`config.mk`:
```
export PLATFORM = sky130hd
export DESIGN_NAME = bsg_muxi_gatestack_pipe
export DESIGN_NICKNAME = d
export VERILOG_FILES = /design/src/rtl/bsg_muxi_gatestack_pipe.sv
export SDC_FILE = /design/constraint.sdc
export NUM_CORES = 1
export LEC_CHECK = 0
export CORE_MARGIN = 1.5
export CORE_UTILIZATION = 35
export DETAILED_ROUTE_END_ITERATION = 16
export PLACE_DENSITY = 0.78
export SLEW_MARGIN = 20
export SYNTH_ARGS = -nofsm -noshare
export SYNTH_HDL_FRONTEND = slang
export SYNTH_SLANG_ARGS = --single-unit
```
`constraint.sdc`:
```
create_clock -name clk_i -period 2.08 [get_ports clk_i]
set_clock_uncertainty 0.05 [all_clocks]
set_input_delay 0.416 -clock clk_i [delete_from_list [all_inputs] [get_ports clk_i]]
set_output_delay 0.416 -clock clk_i [all_outputs]
set_load 0.05 [all_outputs]
```
`src/rtl/bsg_muxi_gatestack_pipe.sv`:
```
// Per-bit inverting N:1 mux feeding a 2-entry valid/ready-in, valid/yumi-out buffer.
// Define BSG_MUXI_GATESTACK_SEL_CHECK_EN to add the sticky out-of-range-select flag err_o.
module bsg_muxi_gatestack_pipe #(
  parameter int width_p = 16,
  parameter int els_p   = 2,
  localparam int lg_els_lp = (els_p > 2) ? $clog2(els_p) : 1
) (
  input  logic                           clk_i,
  input  logic                           reset_n_i,
  input  logic                           v_i,
  output logic                           ready_o,
  input  logic [els_p*width_p-1:0]       data_i,
  input  logic [width_p*lg_els_lp-1:0]   sel_i,
  output logic                           v_o,
  output logic [width_p-1:0]             data_o,
  input  logic                           yumi_i
`ifdef BSG_MUXI_GATESTACK_SEL_CHECK_EN
  , output logic                         err_o
`endif
);

  if (els_p < 2) begin : g_els_check
    $fatal(1, "bsg_muxi_gatestack_pipe: els_p must be at least 2");
  end

  typedef enum logic [1:0] {EMPTY = 2'd0, ONE = 2'd1, FULL = 2'd2} state_e;

  localparam logic [lg_els_lp:0] els_lim_lp = els_p[lg_els_lp:0];

  state_e                              state_r, state_n;
  logic   [els_p-1:0][width_p-1:0]     words;
  logic   [width_p-1:0]                res;
  logic   [width_p-1:0]                oor;
  logic   [width_p-1:0]                head_r, tail_r;
  logic                                enq, deq;

  assign words = data_i;

  // Out-of-range selects read as a 0 bit, so the inverted result is 1.
  for (genvar b = 0; b < width_p; b++) begin : g_bit
    logic [lg_els_lp-1:0] sel;
    assign sel    = sel_i[b*lg_els_lp +: lg_els_lp];
    assign oor[b] = ({1'b0, sel} >= els_lim_lp);
    assign res[b] = oor[b] ? 1'b1 : ~words[sel][b];
  end

  assign enq = v_i & ready_o;
  assign deq = yumi_i & v_o;

  always_ff @(posedge clk_i or negedge reset_n_i) begin
    if (!reset_n_i) state_r <= EMPTY;
    else            state_r <= state_n;
  end

  always_comb begin
    state_n = state_r;
    unique case (state_r)
      EMPTY:   if (enq) state_n = ONE;
      ONE:     if (enq && !deq) state_n = FULL;
               else if (!enq && deq) state_n = EMPTY;
      FULL:    if (deq) state_n = ONE;
      default: state_n = EMPTY;
    endcase
  end

  always_comb begin
    ready_o = (state_r != FULL);
    v_o     = (state_r != EMPTY);
  end

  // Head is the output register; tail only holds the second word while full.
  always_ff @(posedge clk_i or negedge reset_n_i) begin
    if (!reset_n_i) begin
      head_r <= '0;
      tail_r <= '0;
    end else begin
      unique case (state_r)
        EMPTY: if (enq) head_r <= res;
        ONE: begin
          if (enq && deq) head_r <= res;
          else if (enq)   tail_r <= res;
        end
        FULL:  if (deq) head_r <= tail_r;
        default: ;
      endcase
    end
  end

  assign data_o = head_r;

`ifdef BSG_MUXI_GATESTACK_SEL_CHECK_EN
  logic err_r;
  always_ff @(posedge clk_i or negedge reset_n_i) begin
    if (!reset_n_i)       err_r <= 1'b0;
    else if (enq && |oor) err_r <= 1'b1;
  end
  assign err_o = err_r;
`endif

  yumi_needs_valid: assert property (@(posedge clk_i) disable iff (!reset_n_i) !(yumi_i && !v_o))
    else $error("bsg_muxi_gatestack_pipe: yumi_i asserted while v_o is low");

endmodule

```
==> impl_metrics.tcl, run 1 <==
set metrics [dict create \
    layout_setup_ws_ns 0.1386 \
    drv_cap 0 \
    grt_pass1_wl_um 5520 \
    coreArea_sq_mm 0.004786 \
    drc 0 \
    rsz0062_at_grt "no" \
    yosys_warnings 0 \
    p_per_area_mw_per_mm2 1077 \
    ant_nets 0 \
    synthesis.area_sq_mm 0.001754 \
    use_met1_pct 16.19 \
    worstSetupPathType "flop to output port" \
    synth_nets 172 \
    async_flop_share_pct 100.0 \
    setup.worst_path.start_class "flop" \
    power_mw 2.840 \
    max_slew_margin_pct 50.20 \
    drive_above_1_share_pct 32.65 \
    dp_slack_ns 0.1067 \
    use_met2_pct 22.52 \
    path_cells "clkdlybuf4s50_1" \
    cp.arrival_ns 1.48 \
    slowest_delay_ns 0.83 \
    grt_usage_pct 13.86 \
    clock_path_buffers 2 \
    worstRegToRegCells 4 \
    yosys-top-cells-area "dfrtp_1, mux2_2, mux2_4, mux2i_1, buf_6" \
    htreeDepth 2 \
    cts.repair.resized 0 \
    grt_util_met3_pct 4.938 \
    synth_compound_area_share_pct 2.425 \
    synthSimpleGateAreaFrac_pct 3.852 \
    rows 25 \
    cts_setup_buffers 0 \
    syn_inst 120 \
    insertion_delay_ns 0.29 \
    insertedDiodeCount 0 \
    grt_pass1_vias 1229 \
    wl_per_cell_um 12.71 \
    min_period_over_period_pct 93.34 \
    cp_slowest_cell "clkdlybuf4s50_1" \
    ff2ff_setup_slack_ns 0.38 \
    die_area_sq_mm 0.005446 \
    endpoint_kind "output port" \
    synthAdderAreaFrac_pct 0 \
    fill_cells 402 \
    cts_sinks 34 \
    antenna_found_initial 0 \
    drt-initial-drc-count 17 \
    io_buffer_count 69 \
    dpl.hpwl_um 2500 \
    grt_overflow_total 0 \
    die_h_um 73.80 \
    min_period_ns 1.941 \
    syn2layout_area_growth_pct 50.36 \
    r2r_start "state_r[0]$_DFFE_PN0P_" \
    cts_buffers 5 \
    post-route-util_pct 55.11 \
    yosysSeqAreaShare_pct 48.50 \
    critPathMaxFanout 2 \
    syn_area_per_cell_sq_um 14.62 \
    top_usage_layer "met2" \
    ys_ff_latch 34 \
    via_count 1217 \
    clockRootBuffer "clkbuf_8" \
    synth-xor-area-share_pct 0 \
    worst_slew_pin_slew_ns 0.7470 \
    synth_top_family_by_area "multiplexers" \
    ios 70 \
    start_util_pct 36.65 \
    firstDrtPassIters 3 \
    setup_viol_count_final 0 \
    synth_cell_type_count 20 \
    synth_flop_cell "dfrtp_1" \
    grt_start_max_net_pins 35 \
    totalWireLength_um 3343 \
    vias_per_cell 4.627 \
    status "finished, final reports clean" \
    cts_tree "done" \
    r2r-end "data_o[11]$_DFFE_PN0P_" \
    crit_family "buffers and inverters" \
    worst-path-buf-inv 1 \
    tns_ns 0 \
    nets 247 \
    gp_congestion 0.6948 \
    required_ns 1.61 \
    synth_mux_area_share_pct 41.80 \
    hold_path_class "primary input to asynchronous set/reset pin" \
    yosysTopAreaCell "dfrtp_1" \
    p_leak_nw 1.161 \
    path_clk_slew_ns 0.07 \
    peakVddDrop_v 0.0005727 \
    crit_path_start "data_o[1]$_DFFE_PN0P_" \
    synth_edf_count 0 \
    chipWidth_um 73.80 \
    synth_top_area_share_pct 48.50 \
    slew_viol_final 0 \
    cts_hold_buf 0 \
    hold_viol_final 0 \
    fmax_ghz 0.5151 \
]
-- placed cells by master (no fill, tap or decap), drive strengths merged --
master / count
clkdlybuf4s50: 66
or2: 1
clkbuf: 7
nand2b: 2
o21ai: 3
buf: 7
o22ai: 1
and2b: 2
nand2: 3
mux2: 46
mux2i: 17
nand4bb: 1
dfrtp: 34
inv: 2
clkinv: 1
a21oi: 2
nand3b: 1
-- stage by stage --
stage | hold slack [ns] | cells | cell area, sq um
2_1_floorplan | 0.07041 | 120 | 1754
3_3_place_gp | 0.4127 | 255 | 2546
3_5_place_dp | 0.4417 | 255 | 2546
4_1_cts | 0.1619 | 263 | 2638
5_1_grt | 0.2056 | 263 | 2638
6_report | 0.1382 | 263 | 2638
-- power by group --
group          internal, mW  leakage [nW]  total [mW]  switching [mW]
clock                 0.267        0.0482       0.499           0.233
combinational         0.615         0.710        1.28           0.666
sequential            0.917         0.403        1.06           0.143
total                  1.80          1.16        2.84            1.04
-- flip-flops by register name (all words and copies together), names as in the netlist --
name,count
data_o,16
state_r,2
tail_r,16
-- cell type report --
cell class                      instances  area, sq um  area share [%]
Tap cell                               67        83.83           3.178
Clock buffer                            7        86.33           3.273
Multi-Input combinational cell         79        843.3           31.97
Inverter                                2        7.507          0.2846
Sequential cell                        34        850.8           32.26
Timing Repair Buffer                   73        760.7           28.84
Clock inverter                          1        5.005          0.1898
-- worst max-delay path by stage --
stage                                        end  cells past startpoint
after floorplan            data_o[0]$_DFFE_PN0P_                      5
after global placement    data_o[15]$_DFFE_PN0P_                      5
after detailed placement  data_o[11]$_DFFE_PN0P_                      5
after CTS                              data_o[1]                      1
after global routing                  data_o[11]                      1
final                                  data_o[1]                      1
-- per-layer routing --
metal | share of wire [%] | wire, um
met1 | 42 | 1393
met5 | 0 | 0
met2 | 49 | 1648
met4 | 1.9 | 63
met3 | 7.1 | 237
-- kinds of logic (layout without fill, tap and decap cells) --
family / Yosys count / after routing
buffers and inverters: 7 / 83
multiplexers: 63 / 63
flip-flops: 34 / 34
AND/OR/NAND/NOR: 10 / 10
AO/OA/AOI/OAI: 6 / 6
-- synth_stat cells (2+ instances only) --
| cell | n |
|---|---|
| a21oi_1 | 2 |
| buf_2 | 2 |
| buf_6 | 2 |
| dfrtp_1 | 34 |
| inv_1 | 2 |
| mux2_2 | 34 |
| mux2_4 | 12 |
| mux2i_1 | 17 |
| nand2_1 | 3 |
| o21ai_0 | 2 |
Power figures use the tool's default switching activity.
==> run 2, diff against run 1 <==
CORE_MARGIN = unset   (was 1.5)
==> impl_metrics.tcl, run 2 (synthesized netlist as in run 1, its figures left out) <==
set metrics [dict create \
    status "finished, final reports clean" \
    hold_path_class "primary input to asynchronous set/reset pin" \
    drive_above_1_share_pct 32.65 \
    max_slew_margin_pct 51.11 \
    highest_layer "met4" \
    worstRegToRegCells 4 \
    coreArea_sq_mm 0.004786 \
    path_clk_slew_ns 0.07 \
    chipWidth_um 72.80 \
    gp_congestion 0.7164 \
    start_util_pct 36.65 \
    grt_pass1_wl_um 5216 \
    slowest_delay_ns 0.82 \
    htreeDepth 2 \
    firstDrtPassIters 2 \
    worstSetupPathType "flop to output port" \
    drc 0 \
    required_ns 1.61 \
    wl_met3_um 194 \
    cp.arrival_ns 1.47 \
    setup.worst_path.start_class "flop" \
    placed_area_sq_mm 0.002546 \
    cts_setup_buffers 0 \
    ant_nets 0 \
    grt_pass1_vias 1181 \
    fmax_ghz 0.5169 \
    final_cell_mix "clkdlybuf4s50_1, mux2_2, dfrtp_1, mux2i_1, mux2_4" \
    rsz0062_at_grt "no" \
    wl_per_cell_um 12.17 \
    instances_no_fill 263 \
    dp_slack_ns 0.1019 \
    insertion_delay_ns 0.28 \
    worst_slew_pin_slew_ns 0.7333 \
    ios 70 \
    dpl.hpwl_um 2400 \
    met2WireLength_um 1555 \
    setup_viol_count_final 0 \
    insertedDiodeCount 0 \
    multi_input_area_sq_um 843.3 \
    cts_sinks 34 \
    vias_per_cell 4.567 \
    ff2ff_setup_slack_ns 0.39 \
    critPathMaxFanout 2 \
    drv_cap 0 \
    cts_buffers 5 \
    crit_family "buffers and inverters" \
    fill_cells 383 \
    p_leak_nw 1.161 \
    wl_met1_um 1398 \
    cts_tree "done" \
    seqCellArea_sq_um 850.8 \
    syn2layout_area_growth_pct 50.36 \
    min_period_ns 1.935 \
    clockRootBuffer "clkbuf_8" \
    rows 25 \
    dp_cells 255 \
    nets 247 \
    cts.repair.resized 0 \
    path_cells "clkdlybuf4s50_1" \
    slew_viol_final 0 \
    io_buffer_count 69 \
    fin_area_sq_mm 0.002638 \
    totalWireLength_um 3202 \
    hold_viol_final 0 \
    r2r-end "data_o[15]$_DFFE_PN0P_" \
    die_h_um 72.80 \
    clock_path_buffers 2 \
    peakVddDrop_v 0.0004942 \
    antenna_found_initial 0 \
    die_area_sq_mm 0.005299 \
    whs_ns 0.1376 \
    cp_slowest_cell "clkdlybuf4s50_1" \
    cts_hold_buf 0 \
    drt-initial-drc-count 35 \
    grt_overflow_total 0 \
    p_per_area_mw_per_mm2 1071 \
    grt_usage_pct 13.33 \
    r2r_start "state_r[0]$_DFFE_PN0P_" \
    endpoint_kind "output port" \
    min_period_over_period_pct 93.01 \
    worst-path-buf-inv 1 \
    tns_ns 0 \
    layout_setup_ws_ns 0.1453 \
    mostFrequentLayoutCell "clkdlybuf4s50_1" \
    via_count 1201 \
    grt_start_max_net_pins 35 \
]
==> run 2: cell counts in the layout (fill, tap and decap cells not counted) <==
No cell type changed its count.
==> run 2: per-stage QoR <==
step           utilization (%)  power (mW)
2_1_floorplan                -       1.895
3_3_place_gp             53.20       2.335
3_5_place_dp             53.20       2.354
4_1_cts                  55.11       2.862
5_1_grt                  55.11       2.972
6_report                 55.11       2.825
==> run 2: worst max-delay path by stage <==
stage,startpoint,to,slack [ns],cells past startpoint
2_1_floorplan,state_r[0]$_DFFE_PN0P_,data_o[0]$_DFFE_PN0P_,0.52,5
3_3_place_gp,yumi_i,data_o[12]$_DFFE_PN0P_,0.13,5
3_5_place_dp,yumi_i,data_o[7]$_DFFE_PN0P_,0.10,5
4_1_cts,data_o[2]$_DFFE_PN0P_,data_o[2],0.13,1
5_1_grt,data_o[8]$_DFFE_PN0P_,data_o[8],0.10,1
6_report,data_o[8]$_DFFE_PN0P_,data_o[8],0.15,1
==> run 2: area by class of cell <==
class / instances / share of cell area (%)
tap: 67 / 3.178
multi-input combinational: 79 / 31.97
timing repair buffer: 73 / 28.84
clock inverter: 1 / 0.1898
inverter: 2 / 0.2846
sequential: 34 / 32.26
clock buffer: 7 / 3.273
==> run 2: layer usage <==
metal	track usage [%]	vias to the layer above
li1	-	581
met1	16.19	569
met2	22.12	43
met3	3.729	8
met4	5.882	0
met5	0	-
==> run 2: power by group <==
group          internal (mW)  leakage, nW  switching [mW]
Clock                  0.267       0.0482           0.229
Sequential             0.917        0.403           0.137
Combinational          0.615        0.710           0.661
Total                   1.80         1.16            1.03
